===== src/rtl/demux1to4_reg_if.sv =====
// demux1to4_reg_if: bundles the bus of the registered 1-to-4 demultiplexer.
//   Source side : i_valid, i_data, i_sel, i_auto   -> block ; o_ready back
//   Consumer side: o_valid[3:0], o_data0..3, o_ptr -> consumers ; i_ready[3:0] back
// The master modport is the environment (source plus the four consumers);
// the slave modport is the demultiplexer itself.
interface demux1to4_reg_if #(
   parameter int N = 32
);
   logic         i_valid;
   logic         o_ready;
   logic [N-1:0] i_data;
   logic [1:0]   i_sel;
   logic         i_auto;
   logic [1:0]   o_ptr;
   logic [3:0]   o_valid;
   logic [3:0]   i_ready;
   logic [N-1:0] o_data0;
   logic [N-1:0] o_data1;
   logic [N-1:0] o_data2;
   logic [N-1:0] o_data3;

   modport master (
      output i_valid, i_data, i_sel, i_auto, i_ready,
      input  o_ready, o_ptr, o_valid, o_data0, o_data1, o_data2, o_data3
   );

   modport slave (
      input  i_valid, i_data, i_sel, i_auto, i_ready,
      output o_ready, o_ptr, o_valid, o_data0, o_data1, o_data2, o_data3
   );
endinterface


===== src/rtl/demux1to4_reg.sv =====
// demux1to4_reg: registered 1-to-4 demultiplexer with per-channel one-entry
// output registers and valid/ready handshakes on both sides.
// Ports:
//   i_clk  - clock, all state changes on the rising edge
//   i_rst  - synchronous reset, active-high; clears channels and pointer
//   bus    - demux1to4_reg_if.slave: input word stream (i_valid/o_ready/
//            i_data), routing controls (i_sel/i_auto), pointer (o_ptr) and
//            the four output channels (o_valid/i_ready/o_data0..3)
// Routing: target = i_auto ? round-robin pointer : i_sel. A blocked target
// stalls the input; it is never skipped, so per-channel order is preserved.
module demux1to4_reg #(
   parameter int N = 32
) (
   input  logic           i_clk,
   input  logic           i_rst,
   demux1to4_reg_if.slave bus
);

   logic [1:0]   ptr_r;
   logic [3:0]   valid_r;
   logic [N-1:0] data_r [4];

   logic [1:0]   tgt_s;
   logic         ready_s;
   logic         accept_s;
   logic [3:0]   load_s;
   logic [3:0]   valid_nxt_s;
   logic [1:0]   ptr_nxt_s;

   // Target selection, input handshake and next-state of flags and pointer
   always_comb begin
      tgt_s       = 2'd0;
      ready_s     = 1'b0;
      accept_s    = 1'b0;
      load_s      = 4'b0000;
      valid_nxt_s = valid_r;
      ptr_nxt_s   = ptr_r;

      if (bus.i_auto) begin
         tgt_s = ptr_r;
      end else begin
         tgt_s = bus.i_sel;
      end

      // A full target can still accept when its consumer drains it this cycle.
      ready_s  = ~valid_r[tgt_s] | bus.i_ready[tgt_s];
      accept_s = bus.i_valid & ready_s;

      if (accept_s) begin
         load_s = 4'b0001 << tgt_s;
      end else begin
         load_s = 4'b0000;
      end

      // Drains clear their flag; a load on the same edge sets it again.
      valid_nxt_s = (valid_r & ~bus.i_ready) | load_s;

      if (accept_s & bus.i_auto) begin
         ptr_nxt_s = ptr_r + 2'd1;
      end else begin
         ptr_nxt_s = ptr_r;
      end
   end

   // Channel flags, channel data registers and round-robin pointer
   always_ff @(posedge i_clk) begin
      if (i_rst) begin
         valid_r <= 4'b0000;
         ptr_r   <= 2'd0;
         for (int k = 0; k < 4; k++) begin
            data_r[k] <= {N{1'b0}};
         end
      end else begin
         valid_r <= valid_nxt_s;
         ptr_r   <= ptr_nxt_s;
         for (int k = 0; k < 4; k++) begin
            if (load_s[k]) begin
               data_r[k] <= bus.i_data;
            end
         end
      end
   end

   assign bus.o_ready = ready_s;
   assign bus.o_ptr   = ptr_r;
   assign bus.o_valid = valid_r;
   assign bus.o_data0 = data_r[0];
   assign bus.o_data1 = data_r[1];
   assign bus.o_data2 = data_r[2];
   assign bus.o_data3 = data_r[3];

endmodule


===== src/flat_wrapper.sv =====
// flat-port wrapper written by rule: the top's interface ports become plain ports
module demux1to4_reg_flat 
#(
   parameter int N = 32
)
  (i_clk, i_rst, bus_i_valid, bus_i_data, bus_i_sel, bus_i_auto, bus_i_ready, bus_o_ready, bus_o_ptr, bus_o_valid, bus_o_data0, bus_o_data1, bus_o_data2, bus_o_data3);
  demux1to4_reg_if #(.N(N)) bus_i ();
  input  logic i_clk;
  input  logic i_rst;
  input wire logic [$bits(bus_i.i_valid)-1:0] bus_i_valid;
  input wire logic [$bits(bus_i.i_data)-1:0] bus_i_data;
  input wire logic [$bits(bus_i.i_sel)-1:0] bus_i_sel;
  input wire logic [$bits(bus_i.i_auto)-1:0] bus_i_auto;
  input wire logic [$bits(bus_i.i_ready)-1:0] bus_i_ready;
  output wire logic [$bits(bus_i.o_ready)-1:0] bus_o_ready;
  output wire logic [$bits(bus_i.o_ptr)-1:0] bus_o_ptr;
  output wire logic [$bits(bus_i.o_valid)-1:0] bus_o_valid;
  output wire logic [$bits(bus_i.o_data0)-1:0] bus_o_data0;
  output wire logic [$bits(bus_i.o_data1)-1:0] bus_o_data1;
  output wire logic [$bits(bus_i.o_data2)-1:0] bus_o_data2;
  output wire logic [$bits(bus_i.o_data3)-1:0] bus_o_data3;
  assign bus_i.i_valid = bus_i_valid;
  assign bus_i.i_data = bus_i_data;
  assign bus_i.i_sel = bus_i_sel;
  assign bus_i.i_auto = bus_i_auto;
  assign bus_i.i_ready = bus_i_ready;
  assign bus_o_ready = bus_i.o_ready;
  assign bus_o_ptr = bus_i.o_ptr;
  assign bus_o_valid = bus_i.o_valid;
  assign bus_o_data0 = bus_i.o_data0;
  assign bus_o_data1 = bus_i.o_data1;
  assign bus_o_data2 = bus_i.o_data2;
  assign bus_o_data3 = bus_i.o_data3;
  demux1to4_reg #(.N(N)) u_core (.i_clk(i_clk), .i_rst(i_rst), .bus(bus_i));
endmodule

===== config.mk =====
export PLATFORM = sky130hd
export DESIGN_NAME = demux1to4_reg_flat
export DESIGN_NICKNAME = d
export VERILOG_FILES = /design/src/rtl/demux1to4_reg_if.sv /design/src/rtl/demux1to4_reg.sv /design/src/flat_wrapper.sv
export SDC_FILE = /design/constraint.sdc
export NUM_CORES = 1
export LEC_CHECK = 0
export ABC_AREA = 1
export CAP_MARGIN = 5
export CORE_UTILIZATION = 30
export CTS_BUF_LIST = sky130_fd_sc_hd__clkbuf_16
export DETAILED_ROUTE_END_ITERATION = 8
export MAX_ROUTING_LAYER = met4
export PLACE_DENSITY_LB_ADDON = 0.05
export SYNTH_ARGS = -nofsm -noshare
export SYNTH_HDL_FRONTEND = slang
export SYNTH_SLANG_ARGS = --single-unit

===== constraint.sdc =====
create_clock -name i_clk -period 4.72 [get_ports i_clk]
set_input_delay 0.944 -clock i_clk [delete_from_list [all_inputs] [get_ports i_clk]]
set_output_delay 0.944 -clock i_clk [all_outputs]
set_load 0.02 [all_outputs]

==> metrics list <==
- Routability congestion estimate: 0.7967
- Level count of the clock H-tree: 4
- Power spread over the standard cell area amounts to 420.6 nW/um^2.
- Of all nets on the critical path, the largest fanout is 7.
- List of cells traversed by the critical path: clkdlybuf4s50_1, nand2_1, o21ai_2, inv_2, nand2_1, nand2_1, nand2_4, clkdlybuf4s50_1
* Worst R2R End: u_core.data_r[2][9]
* Endpoint type of the worst setup path: primary output
- Average size of a mapped cell: 13.63 um^2
- Max transition margin: roughly 29%
- For this block, the initial DRC count from the detailed router was 247.
- Run status: finished clean
- The floorplan step set the die height to 132.7 um.
* Data arrival time of the critical path: 2.86 ns
- Fraction of layout cells with a size suffix above 1: a little under an eighth
- Die area: around 18000 um^2
* Number of pins exceeding their max-slew limit in the final report: 0
* Maximum frequency from static timing analysis: 263.0 MHz
- Post-synthesis net count: about 420
* Sink of the worst hold path: u_core.bus.o_valid[0]
- For this run, design rule violations remaining after detail routing come to 0.
* Clock-pin slew on the worst setup and hold paths: ~0.050 ns
- Once detail routing completed, the nets flagged for antenna violations numbered 0.
- Via count of the routed design: ~3300
- Register-to-Register Setup Slack: 2.25 ns
- Data required time of the critical path: approximately 3.8 ns
* Global-route wire length before repair: between 20000 and 25000 um
- At the later pin of the worst-skew pair, clock insertion delay measures 0.41 ns.
* Antenna violations before repair: 0
* Yosys reg bits: 134
- Measured on the finished design, the core utilization comes to 46.97%.
* Clock sink count: 134
- Worst Hold Slack: between 0.5 and 0.6 ns
* Cell row count: 47
- Area grow syn2layout: 52.48%
- For met3 alone, demand over resource in global routing was 5.556%.
- For this design, the slowest cell found on the critical path is sky130_fd_sc_hd__clkdlybuf4s50_1.
- IO buf count: 176
* Width of the die: 132.7 um
- The number of setup buffers added after CTS is 0.
- Final sum of negative setup slack: 0 ns
- CTS-repair resized insts: 0
* Floorplan core area: 16640 um^2
* Pre-antenna DRT Iters: 4
* Final antenna diode count: 0
- Startpoint of the lowest-slack hold path: u_core.bus.o_valid[0]
- Largest net degree at the start of global routing: 34
* Static power due to leakage: 0.003100 uW
- Fraction of the yosys area taken by sequential cells: 77.32%
* Root buf cell: sky130_fd_sc_hd__clkbuf_16
* Initial Utilization: 30.80%
* GR Overflow Total: 0
- Global routing usage summed across all routing layers: between 10% and 20%
- VDD IR max: 0.0002584 V
- IO Count: 177
- The tightest min-delay check is of the reg2reg type.
* Setup repair after global routing missed its margin: false
* Hold-fix buffers, CTS: 0
* Post-Syn Area: 5126 um^2
* Time the final worst path needs with I/O delays and setup: 3.802 ns
* Vias per inst: 4.204
- Across the run, the number of max-cap violations was 0.
- Across the routed clock network, the largest skew measured is 0.004395 ns.
- Clock tree from TritonCTS: done
* Critical path class: in2out
* Yosys synthesis warning count: 0
- Detailed-placement wirelength estimate: ~8300 um
* Number of failing setup endpoints in the final timing report: 0
- Wirelength, routed: 13080 um
- Fill count: 1503
* Kind of cell with the highest combined delay on the critical path: buffers and inverters
* Multi-input combinational cell area: 940.9 um^2
- Post-route clock period utilization: 80.54%
* Cell repeated most along the worst path: sky130_fd_sc_hd__nand2_1
- Critical R2R Launch: u_core.bus.o_ptr[0]
- GRT busiest layer: met2
- Total area of sequential cells: a little under 4000 um^2
- Count of cell types in the netlist: 18
- Met2 GRT Util: around 24%
- Number of instances in the synthesized netlist: 376
* Register-to-Register Path Depth: 11
* Max incr delay on CP: between 0.6 and 0.7 ns
- Together, buffers and inverters on the worst path number 3.
- Along the worst hold path, the cell count comes to 2.
* Total CTS buffers: 17
- At the pin with the least slew margin, the transition time is ~1.1 ns.
- GRT met1 Usage: 20.59%
* Max Root-Sink Buffers: 2
- Via count of the first global-routing pass: 3463
- In the final design database the tool counted 605 nets.
- After detailed routing, the average wire length per cell comes to 16.43 um.
* Startpoint type of the worst setup path: input pin
- Launching element of the worst setup path: bus_i_auto
- Number of hold violations in the final report: 0
==> worst register-to-register path, cell delays in order (launching register included) <==
cell and delay, ns:
sky130_fd_sc_hd__dfxtp_1 0.39, sky130_fd_sc_hd__nand2_4 0.10, sky130_fd_sc_hd__nand2_4 0.12, sky130_fd_sc_hd__nand2_1 0.06, sky130_fd_sc_hd__nand2_1 0.07, sky130_fd_sc_hd__nand2_1 0.05
sky130_fd_sc_hd__nand2_1 0.08, sky130_fd_sc_hd__inv_2 0.04, sky130_fd_sc_hd__nand2_4 0.10, sky130_fd_sc_hd__nand2_4 0.13, sky130_fd_sc_hd__o21ai_4 0.58, sky130_fd_sc_hd__buf_4 0.41
==> flip-flops by register name, indices dropped and copies added (netlist names) <==
signal	cells
u_core.bus.o_ptr	2
u_core.bus.o_valid	4
u_core.data_r	128
==> layout make-up <==
type                            instances  area share, %
Clock inverter                         15          2.993
Inverter                               44          2.113
Tap cell                              220          3.522
Timing Repair Buffer                  181          23.18
Multi-Input combinational cell        185          12.04
Sequential cell                       134          50.71
Clock buffer                           17          5.443
==> metal layers <==
layer / share of wire (%) / wire, um
met2: 46 / 6071
met3: 7.3 / 955
met4: 1.3 / 165
met5: 0 / 0
met1: 45 / 5884
==> report_power, final <==
group / internal (uW) / switching, uW
clock: 985 / 493
combinational: 171 / 231
sequential: 1380 / 23.8
total: 2540 / 748
==> kinds of logic after synthesis <==
logic type	Yosys count	synth area share [%]
DFF	134	77.33
buffers and inverters	57	5.199
and+or+nand+nor	180	16.91
AOI/OAI and AO/OA	5	0.5614
==> cells in the mapped netlist, drive strengths merged <==
| cell type | count | area [um^2] |
|---|---|---|
| dfxtp | 6 | 120.1 |
| nand3b | 4 | 30.03 |
| nor2 | 135 | 609.3 |
| buf | 12 | 97.59 |
| nand2 | 32 | 167.7 |
| inv | 44 | 165.2 |
| clkbuf | 1 | 3.750 |
| o21ai | 5 | 28.78 |
| edfxtp | 128 | 3844 |
| nand3 | 7 | 35.03 |
| nand4 | 2 | 25.02 |
==> how the worst max path moves through the flow <==
stage / endpoint / slack [ns] / cells after the start
floorplan: u_core.data_r[0][0] / 0.34 / 8
global placement: bus_o_ready / 1.01 / 10
detailed placement: u_core.data_r[2][18] / 0.94 / 11
CTS: bus_o_ready / 0.94 / 10
global route: bus_o_ready / 0.80 / 10
finish: bus_o_ready / 0.92 / 8
==> through the flow <==
step	setup slack, ns	cells	power (uW)	cell area, um^2
floorplan	0.3438	376	1617	5126
global placement	1.012	763	1839	7137
detailed placement	0.9399	763	1841	7137
CTS	0.9400	795	3323	7796
global route	0.8049	796	3400	7816
finish	0.9183	796	3288	7816
==> layout by cell type, fill, tap and decap left out, types with 4 or more instances in the layout <==
master                            synthesis  layout
sky130_fd_sc_hd__nor2_1                 118     118
sky130_fd_sc_hd__o21ai_4                  0       4
sky130_fd_sc_hd__nand3_1                  7       7
sky130_fd_sc_hd__dfxtp_1                  6       6
sky130_fd_sc_hd__nand3b_1                 4       4
sky130_fd_sc_hd__clkdlybuf4s50_1          0     176
sky130_fd_sc_hd__edfxtp_1               128     128
sky130_fd_sc_hd__nand2_4                  6       6
sky130_fd_sc_hd__nor2_2                   5       5
sky130_fd_sc_hd__buf_4                    0       4
sky130_fd_sc_hd__nand2_1                 25      25
sky130_fd_sc_hd__nor2_4                  12      12
sky130_fd_sc_hd__inv_1                   41      42
sky130_fd_sc_hd__bufinv_16                0       6
sky130_fd_sc_hd__clkbuf_16                0      17
Power figures use the tool's default switching activity.
